===== config.mk =====
export PLATFORM = sky130hd
export DESIGN_NAME = prog_mem
export DESIGN_NICKNAME = d
export VERILOG_FILES = /design/src/rtl/prog_mem.sv
export SDC_FILE = /design/constraint.sdc
export NUM_CORES = 2
export LEC_CHECK = 0
export CORE_MARGIN = 10
export CORE_UTILIZATION = 35
export DETAILED_ROUTE_END_ITERATION = 16
export SETUP_SLACK_MARGIN = 0.3
export SKIP_CTS_REPAIR_TIMING = 1
export SLEW_MARGIN = 20
export SYNTH_ARGS = -nofsm -noshare
export SYNTH_HDL_FRONTEND = slang
export SYNTH_SLANG_ARGS = --single-unit

===== constraint.sdc =====
create_clock -name clk -period 15.4 [get_ports clk]
set_input_delay 3.85 -clock clk [delete_from_list [all_inputs] [get_ports clk]]
set_output_delay 3.85 -clock clk [all_outputs]
set_load 0.01 [all_outputs]

===== src/rtl/prog_mem.sv =====
// Program/data memory with a byte-serial boot loader. It holds the processor in reset
// until the image is loaded. Optional load checksum is enabled by PROG_MEM_CSUM_EN.
module prog_mem #(
    parameter int ADDR_W = 8
) (
    input  logic              clk,
    input  logic              rst,
    input  logic              load_valid,
    output logic              load_ready,
    input  logic [7:0]        load_data,
    input  logic              load_last,
    input  logic [15:0]       cpu_addr,
    input  logic              cpu_we,
    input  logic [15:0]       cpu_wdata,
    output logic [15:0]       cpu_rdata,
    output logic              cpu_hold,
    output logic              load_done,
    output logic [ADDR_W:0]   load_words,
    output logic [7:0]        load_csum
);

    typedef enum logic [1:0] {LOAD_HI, LOAD_LO, RUN} state_e;

    localparam logic [ADDR_W-1:0] PTR_MAX = '1;

    state_e              state_q, state_d;
    logic [ADDR_W-1:0]   ptr_q, ptr_d;
    logic [7:0]          hi_q, hi_d;
    logic [ADDR_W:0]     words_q, words_d;
    logic [15:0]         rdata_q;
    logic                xfer;

    logic                mem_we;
    logic [ADDR_W-1:0]   mem_addr;
    logic [15:0]         mem_wdata;
    logic [15:0]         mem [2**ADDR_W];

    // Address bits above ADDR_W are deliberately ignored.
    logic unused_addr_bits;
    assign unused_addr_bits = ^cpu_addr[15:ADDR_W];

    assign xfer = load_valid && (state_q != RUN);

    // NOTE: every always_comb output gets a default first, so no path can infer a latch.
    always_comb begin
        state_d   = state_q;
        ptr_d     = ptr_q;
        hi_d      = hi_q;
        words_d   = words_q;
        mem_we    = 1'b0;
        mem_addr  = cpu_addr[ADDR_W-1:0];
        mem_wdata = cpu_wdata;
        case (state_q)
            LOAD_HI: begin
                if (xfer) begin
                    hi_d = load_data;
                    if (load_last) begin
                        mem_we    = 1'b1;
                        mem_addr  = ptr_q;
                        mem_wdata = {load_data, 8'h00};
                        words_d   = words_q + (ADDR_W+1)'(1);
                        state_d   = RUN;
                    end else begin
                        state_d = LOAD_LO;
                    end
                end
            end
            LOAD_LO: begin
                if (xfer) begin
                    mem_we    = 1'b1;
                    mem_addr  = ptr_q;
                    mem_wdata = {hi_q, load_data};
                    ptr_d     = ptr_q + ADDR_W'(1);
                    words_d   = words_q + (ADDR_W+1)'(1);
                    // A full memory ends the load instead of wrapping the pointer.
                    state_d   = (load_last || ptr_q == PTR_MAX) ? RUN : LOAD_HI;
                end
            end
            RUN: begin
                mem_we = cpu_we;
            end
            default: state_d = LOAD_HI;
        endcase
    end

    always_ff @(posedge clk or posedge rst) begin
        if (rst) begin
            state_q <= LOAD_HI;
            ptr_q   <= '0;
            hi_q    <= '0;
            words_q <= '0;
            rdata_q <= '0;
        end else begin
            state_q <= state_d;
            ptr_q   <= ptr_d;
            hi_q    <= hi_d;
            words_q <= words_d;
            rdata_q <= (state_q == RUN) ? mem[cpu_addr[ADDR_W-1:0]] : 16'h0000;
        end
    end

    // NOTE: the array has no reset so it maps onto RAM; the non-blocking write means a
    // same-edge read of the same address returns the old word.
    always_ff @(posedge clk) begin
        if (mem_we) begin
            mem[mem_addr] <= mem_wdata;
        end
    end

`ifdef PROG_MEM_CSUM_EN
    logic [7:0] csum_q, csum_d;

    assign csum_d = xfer ? csum_q + load_data : csum_q;

    always_ff @(posedge clk or posedge rst) begin
        if (rst) begin
            csum_q <= '0;
        end else begin
            csum_q <= csum_d;
        end
    end

    assign load_csum = csum_q;
`else
    assign load_csum = 8'h00;
`endif

    assign load_ready = (state_q != RUN);
    assign cpu_hold   = (state_q != RUN);
    assign load_done  = (state_q == RUN);
    assign load_words = words_q;
    assign cpu_rdata  = rdata_q;

endmodule


After elaboration in Yosys (flattened, before gate mapping)
Memory sizes are Yosys's and may differ from the RTL's.
Cells that the tools add are included.
Widths: inputs -> output; s select.
{"block": "classes", "n_addsub": 2, "n_eq_ne": 7, "mux": 24, "bitwise": 1, "reduce_logical": 8}
{"op": "$mux 16", "n": 4}
{"op": "$pmux 16 s2", "n": 1}
{"op": "$mux 9", "n": 3}
{"op": "$mux 8", "n": 3}
{"op": "$pmux 9 s2", "n": 1}
{"op": "$pmux 8 s2", "n": 1}
{"op": "$add 9x1->9 const B", "n": 1}
{"op": "$add 8x1->8 const B", "n": 1}
{"op": "$eq 8x8->1 const B", "n": 1}
{"op": "$mux 2", "n": 4}
{"op": "$ne 2x2->1 const B", "n": 4}
{"op": "$pmux 2 s3", "n": 1}
{"op": "$mux 1", "n": 5}
{"op": "$reduce_and 2->1", "n": 2}
{"op": "$reduce_and 4->1", "n": 1}
{"op": "$pmux 1 s3", "n": 1}
{"op": "$reduce_and 3->1", "n": 1}
{"op": "$eq 2x1->1 const B", "n": 1}
{"op": "$eq 2x2->1 const B", "n": 1}
{"op": "$logic_not 2->1", "n": 1}
{"op": "$reduce_bool 2->1", "n": 1}
{"op": "$logic_and 1x1->1", "n": 1}
{"op": "$logic_or 1x1->1", "n": 1}
{"op": "$not 1->1", "n": 1}
{"block": "word_totals", "ff_bits": 43, "ramBits": 4096, "inputBits": 45, "n_memories": 1}
{"memory": "mem", "words": 256, "word_bits": 16, "rd": 1, "rd_clocked_by_memory_dff": 0, "wr": 1, "line": "36", "rtl": "logic [15:0] mem [2**ADDR_W];"}

Logic depth before layout (Yosys ltp)
{"block": "depth", "depth_word": 6, "depth_mapped": 13, "depth_no_buf": 7}

Worst setup path after synthesis
Ideal clock, no wire load.
{"block": "synth_path", "kind": "input to register", "start": "input load_valid", "end": "memory mem[0][15], data pin", "setup_time_ns": 2.187, "arrival_time_ns": 14.065, "required_ns": 13.213, "path_slack_ns": -0.852, "stages": 3, "cell_sequence": "nor2b_1 -> a31oi_1 -> o21ai_0"}
{"block": "synth_via", "elab_chain_cells": 3, "word_cells_on_any_way": 4, "cone_classes": "3 x mux; 1 x reduce/logical"}
{"item": "from (decl)", "line": "8", "rtl": "input logic load_valid,"}
{"item": "$logic_and 1x1->1 (*)", "line": "42", "rtl": "assign xfer = load_valid && (state_q != RUN);"}
{"item": "$mux 16, on equally long branches", "line": "69, 55"}
{"item": "$pmux 16 s2 (*)", "line": "53", "rtl": "case (state_q)"}
{"item": "via mem_wdata[15]", "line": "35", "rtl": "logic [15:0] mem_wdata;"}
{"item": "to (decl)", "line": "36"}
The timed path passes the listed nets; every way through them passes the cells marked *.

Final worst setup path
{"block": "layout_path", "start": "input cpu_addr[1]", "end": "register rdata_q[7], in the netlist cpu_rdata[7]"}
{"block": "layout_via", "elab_chain_cells": 2}
{"item": "from (decl)", "line": "12", "rtl": "input logic [15:0] cpu_addr,"}
{"item": "$mem_v2 256x16"}
{"item": "$mux 16", "line": "98", "rtl": "rdata_q <= (state_q == RUN) ? mem[cpu_addr[ADDR_W-1:0]] : 16'h0000;"}
{"item": "to (signal assigned)", "line": "98"}
{"item": "to (decl)", "line": "30", "rtl": "logic [15:0] rdata_q;"}
No other way between the ends.
A chain may end at the register's enable or synchronous reset.

==> flow_metrics.py <==
metrics = {
    "outcome": {
        "status": "completed",
    },
    "clock_tree": {
        "cts_tree": "done",
        "clk_path_buf_depth": 4,
        "cts_buffers": 397,
        "worst_skew_pair.late_latency_ns": 0.91,
        "clkSlewWorstSetupHoldPaths_ns": 0.06,
        "cts-root-buf": "clkbuf_16",
        "clock_sinks": 4139,
        "htreeDepth": 5,
    },
    "timing": {
        "finalHoldViolations": 0,
        "setup_viol": 0,
        "fin_skew_ns": 0.0397,
        "post-route-min-period_ns": 8.46,
        "fmax_mhz": 118,
        "fin_tns_setup_ns": 0,
        "worst_slack_ns": 6.94,
        "worst_slew_pin_slew_ns": 1.31,
        "relSlewSlack_pct": 10.4,
        "drv_slew": 0,
        "fin_crit_sh_pct": 54.9,
        "rsz0062_at_grt": "false",
    },
    "synthesis": {
        "synth_area_per_cell_um2": 21.4,
        "yosysSeqAreaShare_pct": 77.2,
        "synth_top_area_share_pct": 76.5,
        "yosysTopAreaCell": "edfxtp_1",
        "synthesis.area_um2": 161000,
        "netlist_instances": 7506,
        "synth_top_flop_cell": "edfxtp_1",
        "synth_edf_count": 4096,
        "ys_ff_latch": 4139,
        "yosys-top-cells-area": "edfxtp_1, mux4_2, mux2i_1",
        "async_flop_share_pct": 1.04,
        "ys_types": 73,
        "yosysWarningCount": 0,
    },
    "global_route": {
        "grt.overflow.total": 0,
        "grt_pass1_vias": 79690,
        "antenna_found_initial": 32,
        "grt_first_pass_wirelength_um": 613000,
        "track_usage_pct": 17.2,
        "grt_max_degree": 209,
    },
    "route": {
        "firstDrtPassIters": 6,
        "drc_errors": 0,
        "finalWirelength_um": 435000,
        "drt.antenna.violating_nets": 0,
        "drt-wirelength-per-cell_um": 30.2,
        "route.vias.total": 80170,
        "dr.first_iter.drc_count": 10247,
        "vias_per_cell": 5.57,
    },
    "layout": {
        "final_cell_mix": "edfxtp_1, mux4_2, mux2i_1",
        "final_nets": 7978,
        "final_common_cell": "edfxtp_1",
        "drive_above_1_share_pct": 23.2,
        "syn2layout_area_growth_pct": 13.5,
    },
    "pwr": {
        "p_per_area_nw_per_um2": 136,
        "leakage_nw": 57.2,
        "peakVddDrop_mv": 0.171,
    },
    "floorplan": {
        "core_um2": 457000,
        "initial_core_util_pct": 35.2,
        "die_w_um": 698,
        "dieArea_um2": 487000,
        "fp-row-count": 248,
        "num_io_pins": 81,
        "die_h_um": 698,
    },
    "critical_path": {
        "path_class": "input port to flip-flop",
        "cp-start-kind": "input port",
        "worst_setup_path_end_kind": "flip-flop",
        "worstPathMaxFanout": 50,
        "cp.required_ns": 16.16,
        "crit_arrival_ns": 9.22,
    },
    "placement": {
        "routabilityCongestion": 0.842,
        "dp_slack_ns": 6.02,
        "io_buffers": 64,
        "dpl.hpwl_um": 255000,
    },
    "min_path": {
        "hp-class": "flip-flop to flip-flop",
    },
    "run": {
        "maxCapViolCount": 0,
    },
}
sequential cells by signal, indices dropped and copies added, names as in the netlist:
name	cells
mem	4096
cpu_rdata	16
load_words	9
hi_q	8
ptr_q	8
state_q	2
metrics by stage:
stage	hold WS [ns]	power, W	cell area [um2]	util (%)	cells
CTS	0.494	0.0250	182000	39.9	14377
detailed placement	0.486	0.0153	169000	37.1	13653
global route	0.502	0.0255	183000	39.9	14396
floorplan	0.480	0.0144	161000	-	7513
global placement	0.468	0.0152	169000	37.1	13652
finish	0.499	0.0248	183000	39.9	14404
metal layers:
metal / wire, um / part of all wire, % / global-route usage, % / vias to the layer above
li1: - / - / - / 32537
met1: 172000 / 40 / 23.7 / 42962
met2: 204000 / 47 / 27.2 / 3945
met3: 42000 / 9.7 / 3.65 / 712
met4: 16700 / 3.8 / 6.07 / 14
met5: 99 / 0.023 / 0 / -
critical path: stages:
cell and delay (ns):
buf_8 0.29, buf_4 0.72, buf_4 0.68, buf_4 0.70, mux4_2 0.42, mux4_2 0.50, mux2i_1 0.82, nand2_1 0.23
nand4_1 0.49, o31ai_1 0.17
area by class of cell:
cell class,instances,area [um2]
flip-flops and latches,4139,124000
repair buffers,476,4040
clock inverters,238,2490
inverters,17,129
well taps,6125,7660
diodes,23,57.6
clock buffers,486,10500
multi-input cells,2900,33600
fillers,39857,275000
path summary, 6_finish.rpt:
| check | from | cells after the start | end | slack, ns |
|---|---|---|---|---|
| setup / recovery | cpu_addr[1] | 10 | cpu_rdata[7] | 6.94 |
| hold / removal | load_words[8] | 1 | load_words[8] | 0.50 |
| setup reg to reg | state_q[1] | 8 | mem[142][12] | 10.51 |
| hold reg to reg | load_words[8] | 1 | load_words[8] | 0.50 |
| max in group asynchronous | rst | 3 | cpu_rdata[5] | 11.29 |
| min in group asynchronous | rst | 3 | hi_q[1] | 3.49 |
cell families (layout without fill, tap and decap cells):
group	after synthesis	after routing	share of synthesized area, %
buf+inv	474	1217	2.08
compound gates	780	780	3.43
xor+xnor	15	15	0.0817
simple gates	684	684	1.93
other cells	1	31	0.00233
fa+ha+maj	2	2	0.0156
flops	4139	4139	77.2
mux	1411	1411	15.3
cells in the mapped netlist, types with 17 or more instances:
cell type and instances:
edfxtp_1 4096, mux4_2 820, mux2i_1 544, nor2_1 338
o221ai_1 232, clkbuf_1 146, o21ai_0 123, o22ai_1 112
a21oi_1 108, buf_2 98, nand2_1 94, buf_6 66
nor3_1 62, buf_4 53, nand3_1 44, dfrtp_1 43
mux2_2 37, buf_1 36, a22oi_1 35, a211oi_1 31
buf_8 29, and2_1 25, buf_12 24, a31oi_1 21
nand4_1 21, a221oi_1 18, or2_2 18, or3_1 17
power breakdown:
| part | leakage [nW] | switching (W) | internal [W] |
|---|---|---|---|
| registers | 37.4 | 0.0000638 | 0.0130 |
| logic | 13.4 | 0.00151 | 0.000498 |
| clock network | 6.36 | 0.00416 | 0.00566 |
Power figures use the tool's default switching activity.
